==> src/rtl/home_cell_broadcaster.sv <==
// Home cell broadcaster: reads the cell position RAM (count word, then N particles)
// and streams every particle twice (phase 0, phase 1) for each reference particle.
module home_cell_broadcaster #(
    parameter int PARTICLE_ID_WIDTH = 4,
    parameter int OFFSET_WIDTH      = 8,
    parameter int RAM_LATENCY       = 2,
    parameter int ADDR_WIDTH        = PARTICLE_ID_WIDTH + 1
) (
    input  logic                         clk,
    input  logic                         rst,
    input  logic                         start,
    output logic                         rd_en,
    output logic [ADDR_WIDTH-1:0]        rd_addr,
    input  logic [3*OFFSET_WIDTH-1:0]    rd_data,
    output logic [3*OFFSET_WIDTH-1:0]    raw_home_pos,
    output logic [PARTICLE_ID_WIDTH-1:0] particle_id,
    output logic [PARTICLE_ID_WIDTH-1:0] ref_id,
    output logic                         phase,
    output logic                         prev_phase,
    output logic                         reading_particle_num,
    output logic                         bcast_valid,
    output logic                         busy,
    output logic                         done
);

    typedef enum logic [2:0] {
        IDLE,
        RD_NUM,
        WAIT_NUM,
        STREAM,
        DRAIN,
        FIN
    } state_t;

    state_t state, state_next;

    logic [PARTICLE_ID_WIDTH-1:0] num_cnt;
    logic [PARTICLE_ID_WIDTH-1:0] pid_cnt;
    logic [PARTICLE_ID_WIDTH-1:0] ref_cnt;
    logic                         ph_cnt;

    logic                         tag_valid [RAM_LATENCY];
    logic                         tag_num   [RAM_LATENCY];
    logic [PARTICLE_ID_WIDTH-1:0] tag_pid   [RAM_LATENCY];
    logic [PARTICLE_ID_WIDTH-1:0] tag_ref   [RAM_LATENCY];
    logic                         tag_ph    [RAM_LATENCY];

    logic                         issue_num;
    logic                         pipe_empty;
    logic                         num_arrive;
    logic                         last_pid;
    logic                         last_ref;
    logic [PARTICLE_ID_WIDTH-1:0] rd_count;

    // The count lives in the low bits of offset_x, the most significant tuple field.
    assign rd_count   = rd_data[2*OFFSET_WIDTH +: PARTICLE_ID_WIDTH];
    assign num_arrive = tag_valid[RAM_LATENCY-1] && tag_num[RAM_LATENCY-1];
    assign last_pid   = (pid_cnt == num_cnt - PARTICLE_ID_WIDTH'(1));
    assign last_ref   = (ref_cnt == num_cnt - PARTICLE_ID_WIDTH'(1));
    assign busy       = (state != IDLE);
    assign done       = (state == FIN);

    always_comb begin
        pipe_empty = 1'b1;
        for (int i = 0; i < RAM_LATENCY; i++) begin
            if (tag_valid[i]) pipe_empty = 1'b0;
        end
    end

    always_comb begin
        state_next = state;
        rd_en      = 1'b0;
        rd_addr    = '0;
        issue_num  = 1'b0;
        case (state)
            IDLE: begin
                if (start) state_next = RD_NUM;
            end
            RD_NUM: begin
                rd_en      = 1'b1;
                issue_num  = 1'b1;
                state_next = WAIT_NUM;
            end
            WAIT_NUM: begin
                if (num_arrive) state_next = (rd_count == '0) ? FIN : STREAM;
            end
            STREAM: begin
                rd_en   = 1'b1;
                rd_addr = ADDR_WIDTH'(pid_cnt) + ADDR_WIDTH'(1);
                if (last_pid && ph_cnt && last_ref) state_next = DRAIN;
            end
            DRAIN: begin
                if (pipe_empty) state_next = FIN;
            end
            FIN: begin
                state_next = IDLE;
            end
            default: state_next = IDLE;
        endcase
    end

    // Counters walk pid fastest, then phase, then reference, with no gap between passes.
    always_ff @(posedge clk) begin
        if (rst) begin
            state   <= IDLE;
            num_cnt <= '0;
            pid_cnt <= '0;
            ref_cnt <= '0;
            ph_cnt  <= 1'b0;
        end else begin
            state <= state_next;
            if (state == WAIT_NUM && num_arrive) begin
                num_cnt <= rd_count;
                pid_cnt <= '0;
                ref_cnt <= '0;
                ph_cnt  <= 1'b0;
            end else if (state == STREAM) begin
                if (last_pid) begin
                    pid_cnt <= '0;
                    if (ph_cnt) begin
                        ph_cnt  <= 1'b0;
                        ref_cnt <= ref_cnt + PARTICLE_ID_WIDTH'(1);
                    end else begin
                        ph_cnt <= 1'b1;
                    end
                end else begin
                    pid_cnt <= pid_cnt + PARTICLE_ID_WIDTH'(1);
                end
            end
        end
    end

    // Tags travel alongside the RAM so each returning word knows what it is.
    always_ff @(posedge clk) begin
        if (rst) begin
            for (int i = 0; i < RAM_LATENCY; i++) begin
                tag_valid[i] <= 1'b0;
                tag_num[i]   <= 1'b0;
                tag_pid[i]   <= '0;
                tag_ref[i]   <= '0;
                tag_ph[i]    <= 1'b0;
            end
        end else begin
            for (int i = RAM_LATENCY - 1; i > 0; i--) begin
                tag_valid[i] <= tag_valid[i-1];
                tag_num[i]   <= tag_num[i-1];
                tag_pid[i]   <= tag_pid[i-1];
                tag_ref[i]   <= tag_ref[i-1];
                tag_ph[i]    <= tag_ph[i-1];
            end
            tag_valid[0] <= rd_en;
            tag_num[0]   <= issue_num;
            tag_pid[0]   <= pid_cnt;
            tag_ref[0]   <= ref_cnt;
            tag_ph[0]    <= ph_cnt;
        end
    end

    // Broadcast register; phase drops back to 0 on entry to FIN.
    always_ff @(posedge clk) begin
        if (rst) begin
            raw_home_pos         <= '0;
            particle_id          <= '0;
            ref_id               <= '0;
            phase                <= 1'b0;
            prev_phase           <= 1'b0;
            reading_particle_num <= 1'b0;
            bcast_valid          <= 1'b0;
        end else begin
            prev_phase           <= phase;
            reading_particle_num <= 1'b0;
            bcast_valid          <= 1'b0;
            if (tag_valid[RAM_LATENCY-1]) begin
                raw_home_pos <= rd_data;
                if (tag_num[RAM_LATENCY-1]) begin
                    reading_particle_num <= 1'b1;
                    particle_id          <= '0;
                    ref_id               <= '0;
                    phase                <= 1'b0;
                end else begin
                    bcast_valid <= 1'b1;
                    particle_id <= tag_pid[RAM_LATENCY-1];
                    ref_id      <= tag_ref[RAM_LATENCY-1];
                    phase       <= tag_ph[RAM_LATENCY-1];
                end
            end else if (state == DRAIN && pipe_empty) begin
                phase <= 1'b0;
            end
        end
    end

endmodule
==> config.mk <==
export PLATFORM = sky130hd
export DESIGN_NAME = home_cell_broadcaster
export DESIGN_NICKNAME = d
export VERILOG_FILES = /design/src/rtl/home_cell_broadcaster.sv
export SDC_FILE = /design/constraint.sdc
export NUM_CORES = 1
export LEC_CHECK = 0
export CAP_MARGIN = 40
export CORE_MARGIN = 1.5
export CORE_UTILIZATION = 38
export DETAILED_ROUTE_END_ITERATION = 7
export PLACE_DENSITY = 0.63
export SETUP_SLACK_MARGIN = 0.1
export SYNTH_ARGS = -nofsm -noshare
export SYNTH_HDL_FRONTEND = slang
export SYNTH_SLANG_ARGS = --single-unit
==> constraint.sdc <==
create_clock -name clk -period 1.9 [get_ports clk]
set_input_delay 0.475 -clock clk [delete_from_list [all_inputs] [get_ports clk]]
set_output_delay 0.475 -clock clk [all_outputs]
set_load 0.01 [all_outputs]
# Word-level counts from Yosys, hierarchy flattened
# Memories as Yosys holds them, arrays and structs flattened.
# Cells that the tools add are included.
# op_classes
eq_ne	11
n_addsub	4
n_mux	33
n_bitwise	11
n_reduce_logical	15
# op_table
op	n
$mux 4	7
$mux 1	19
$mux 3	5
$pmux 3 s5	1
$or 1x1->1	10
$add 4x1->4 const B	2
$eq 4x4->1	2
$ne 2x2->1 const B	4
$eq 3x2->1 const B	2
$eq 3x3->1 const B	2
$reduce_or 2->1	3
$add 4x1->5 const B	1
$logic_and 1x1->1	5
$mux 5	1
$logic_not 4->1	1
$reduce_and 4->1	1
$sub 4x1->4 const B	1
$eq 3x1->1 const B	1
$logic_not 3->1	1
$reduce_and 3->1	1
$reduce_bool 3->1	1
$reduce_and 2->1	1
$reduce_bool 2->1	1
$not 1->1	1
# totals
reg_bits	52
output_inout_bits	44
in_bits	27
wordCells	91
n_memories	5
ramBits	22
# mem_list
name	depth	word_bits	read_ports	rd_ports_with_merged_regs	write_ports	line	source
tag_pid	2	4	2	0	2	44	logic [PARTICLE_ID_WIDTH-1:0] tag_pid [RAM_LATENCY];
tag_ref	2	4	2	0	2	45	logic [PARTICLE_ID_WIDTH-1:0] tag_ref [RAM_LATENCY];
tag_num	2	1	2	0	2	43	logic tag_num [RAM_LATENCY];
tag_ph	2	1	2	0	2	46	logic tag_ph [RAM_LATENCY];
tag_valid	2	1	2	0	2	42	logic tag_valid [RAM_LATENCY];

# Logic depth before layout (Yosys ltp)
# logic_depth
word_depth	6
mapped_depth	7
ltp_nobuf	7

# Worst setup path before layout
# No wires, ideal clock.
# synth_timing
path_kind	register -> register
start	reg num_cnt[0]
end	reg ref_cnt[1]
t_arrival_ns	1.575
n_path_buf	0
stages_incl_launch_ff	8
required_ns	1.784
slack_ns	0.209
cell_sequence	dfxtp_1 > inv_1 > ha_1 > xnor2_1 > nor4_4 > nand2_1 > mux2i_1 > nor2_1
# synth_via
elab_chain_len	3
# synth_lines
item	line	source
start: declaration	37	logic [PARTICLE_ID_WIDTH-1:0] num_cnt;
start signal: assignment	113	num_cnt <= rd_count;
$sub 4x1->4	58	assign last_pid = (pid_cnt == num_cnt - PARTICLE_ID_WIDTH'(1));
$eq 4x4->1	58	
$reduce_and 3->1 (no source line)	n/a	
end signal: assignment	122	ref_cnt <= ref_cnt + PARTICLE_ID_WIDTH'(1);
end: declaration	39	logic [PARTICLE_ID_WIDTH-1:0] ref_cnt;
# No other way between the ends.
# A chain may end at the register's enable or synchronous reset.

# Worst setup path after layout
# layout_timing
start	reg state[2]
end	out busy
# layout_via
elab_chain_len	1
# layout_lines
item	line	source
start: declaration	35	state_t state, state_next;
start signal: assignment	111	state <= state_next;
$reduce_bool 3->1	60	assign busy = (state != IDLE);
end: declaration	22	output logic busy,
# No other way between the ends.

==> run metrics <==
result of the run=finished clean; Worst Setup End Kind=primary output; core footprint=7210 um^2; maximum fanout along the worst path=7; initial DRC count=64; via density per instance=4.50; fraction of the mapped netlist area in compound gates=5.88%; kind of launch point of the worst setup path=register; arrival time of the worst setup path=1.30 ns; average instance area after synthesis=10.1 um^2; DRC violations left=0; max-slew violation count=0; CP startpoint=state[2]; Min-Delay Startpoint=tag_ref[0][3]; setup repair after global routing missed its margin=yes; first-pass iteration count of the detailed router=4; area taken by flip-flops and latches=1500 um^2; Synth Register Bits=74; peak clock frequency supported by timing=563 MHz; drt wl/cell=12.2 um; horizontal die dimension=89.3 um; gr ovfl total=0; actual slew at the worst max-slew pin=0.447 ns; number of ports placed on the die boundary=71; Synthesis Warnings=0; sequential element share of the synthesized area=52.3%; post-DP HPWL=4.08 mm; instance count of the mapped netlist=281; area fraction in and, or, nand and nor cells after synthesis=20.8%; cells taking the most area after synthesis=dfxtp_1 52%, mux2i_1 11%, nor2_1 7.0%, nor2b_1 5.1%, xor2_1 2.8%; clock transition at the registers of the reported paths=0.08 ns; final routed wirelength across all metal layers=5.90 mm; Fill cells=667; CTS tree=yes; global router's overall resource usage=14.9%; Static Leakage=1.60 nW; max_cap viols=0; number of enable flip-flop cells after synthesis=0; maximum number of buffers from clock root to sink=2; cell accounting for the most synthesized area=dfxtp_1; most common cell after layout, fill and taps aside=dfxtp_1; Synth cell types=39; H-tree level count=3; Final Hold Fails=0; first-pass GRT wire length=9.03 mm; synthesized netlist net count=311; Setup TNS=0 ns; fin crit share=93.5%; required time worst endpoint=1.42 ns; netlist area before placement=2830 um^2; final weighted congestion of routability-driven global placement=0.764; category of the critical setup timing path=reg -> out; top library cells by usage in the layout, fill and taps aside=67 x dfxtp_1, 61 x clkdlybuf4s50_1, 50 x nor2_1, 31 x buf_4, 30 x mux2i_1; Min Clock Period, post-route=1.78 ns; overall die height=89.3 um; effective utilization at floorplan=39.2%; primary flip-flop cell chosen by synthesis mapping=dfxtp_1; combinational family with the most area after synthesis=simple AND/OR/NAND/NOR gates; Root Buffer Master=clkbuf_8; Total Die Area=7970 um^2; Layout Nets=410; layout cell share with drive strength beyond 1=21.6%; number of standard-cell rows in the floorplan=31; hold-fix buffer count after cts=0; normalized max-slew margin=70.1%; area of the multi-input gates=1340 um^2; remaining antenna violation count after routing=0; number of antenna violations at the first check in global routing=0; Layout Skew=0.00725 ns; Area growth syn-to-layout=46.1%; Post-Synth Adder-Cell Area=1.33%; classification of the worst-slack hold path=reg -> reg; Power Dens Cells=975 nW/um^2; largest net degree at the start of global routing=30; clock network latency to the later pin of the worst-skew pair=0.34 ns; launching point of the worst reg2reg path=num_cnt[1]; total setup violations reported at the end of the flow=0; TritonCTS buffer count=9; total number of clock tree sinks=74; fraction of synthesized area in multiplexers=10.6%; number of input and output port buffers inserted=70; via count of the first global-routing pass=1937; peak supply drop=0.000424 V; hold slack=0.430 ns; fraction of registers with async set or reset after synthesis=0%; share of Yosys cell area claimed by the top area cell type=52.3%; vias post-DR=2176; count of inserted antenna diode cells=0; xor and xnor fraction of the mapped netlist area=6.28%
## cell usage after synthesis (2+ instances only)
library cell / n
a211oi_1: 2
a21oi_1: 9
a22oi_1: 8
and3_1: 2
buf_1: 2
buf_2: 6
clkbuf_1: 7
dfxtp_1: 74
ha_1: 3
inv_1: 4
mux2i_1: 30
nand2_1: 13
nand3_1: 5
nand4b_1: 2
nor2_1: 53
nor2b_1: 23
nor3_2: 3
nor3b_1: 3
xnor2_1: 4
xor2_1: 9
## registers in the layout, indices dropped and copies added, names as in the netlist
register / count
bcast_valid: 1
num_cnt: 4
particle_id: 4
ph_cnt: 1
phase: 1
pid_cnt: 4
prev_phase: 1
raw_home_pos: 24
reading_particle_num: 1
ref_cnt: 4
ref_id: 4
state: 3
tag_num: 2
tag_ph: 2
tag_pid: 8
tag_ref: 8
tag_valid: 2
## logic make-up after synthesis
family / after synthesis
muxes: 30
AOI/OAI and AO/OA: 24
xor gates and xnor gates: 16
DFF: 74
and+or+nand+nor: 115
adders and majority gates: 3
buffers and inverters: 19
## final timing paths
kind / to / slack [ns] / depth (start not counted)
max: busy / 0.12 / 3
max reg2reg: ref_cnt[3] / 0.23 / 7
min: tag_ref[0][7] / 0.43 / 1
min reg2reg: tag_ref[0][7] / 0.43 / 1
## critical path, stage by stage (launching register included)
cell	delay (ns)
dfxtp_4	0.38
buf_4	0.15
or3_1	0.29
buf_2	0.14
## report_power, final
part / switching, mW / internal (mW) / leakage [nW]
Combinational: 0.405 / 0.504 / 0.879
Sequential: 0.0719 / 1.64 / 0.601
Clock: 0.588 / 0.818 / 0.116
## layout make-up
cell class | instances | area share (%)
multi-input combinational | 188 | 32.5
tap | 99 | 3.00
clock inverter | 5 | 2.06
clock buffer | 11 | 3.66
inverter | 4 | 0.363
timing repair buffer | 103 | 22.3
sequential | 74 | 36.2
## through the flow
stage | util (%) | total power, mW | setup WS (ns) | cells | area, um^2
floorplan | - | 2.15 | 0.209 | 281 | 2830
global placement | 52.4 | 2.53 | -0.0844 | 461 | 3780
detailed placement | 52.4 | 2.54 | -0.126 | 461 | 3780
CTS | 56.1 | 3.95 | 0.00820 | 479 | 4050
global route | 57.3 | 4.23 | 0.0785 | 484 | 4130
finish | 57.3 | 4.03 | 0.124 | 484 | 4130
## timing repair
item	4_1_cts	5_1_grt
resized for setup	32	22
pin swaps	0	2
setup endpoints to repair	8	13
buffers inserted	2	5
## per-layer routing
layer	up-vias	wire, um	GRT usage (%)
li1	1144	-	-
met1	974	2750	19.2
met2	47	2720	23.7
met3	11	316	3.42
met4	0	113	7.55
met5	-	0	0
Note: power is estimated with default switching activity, not from simulation.
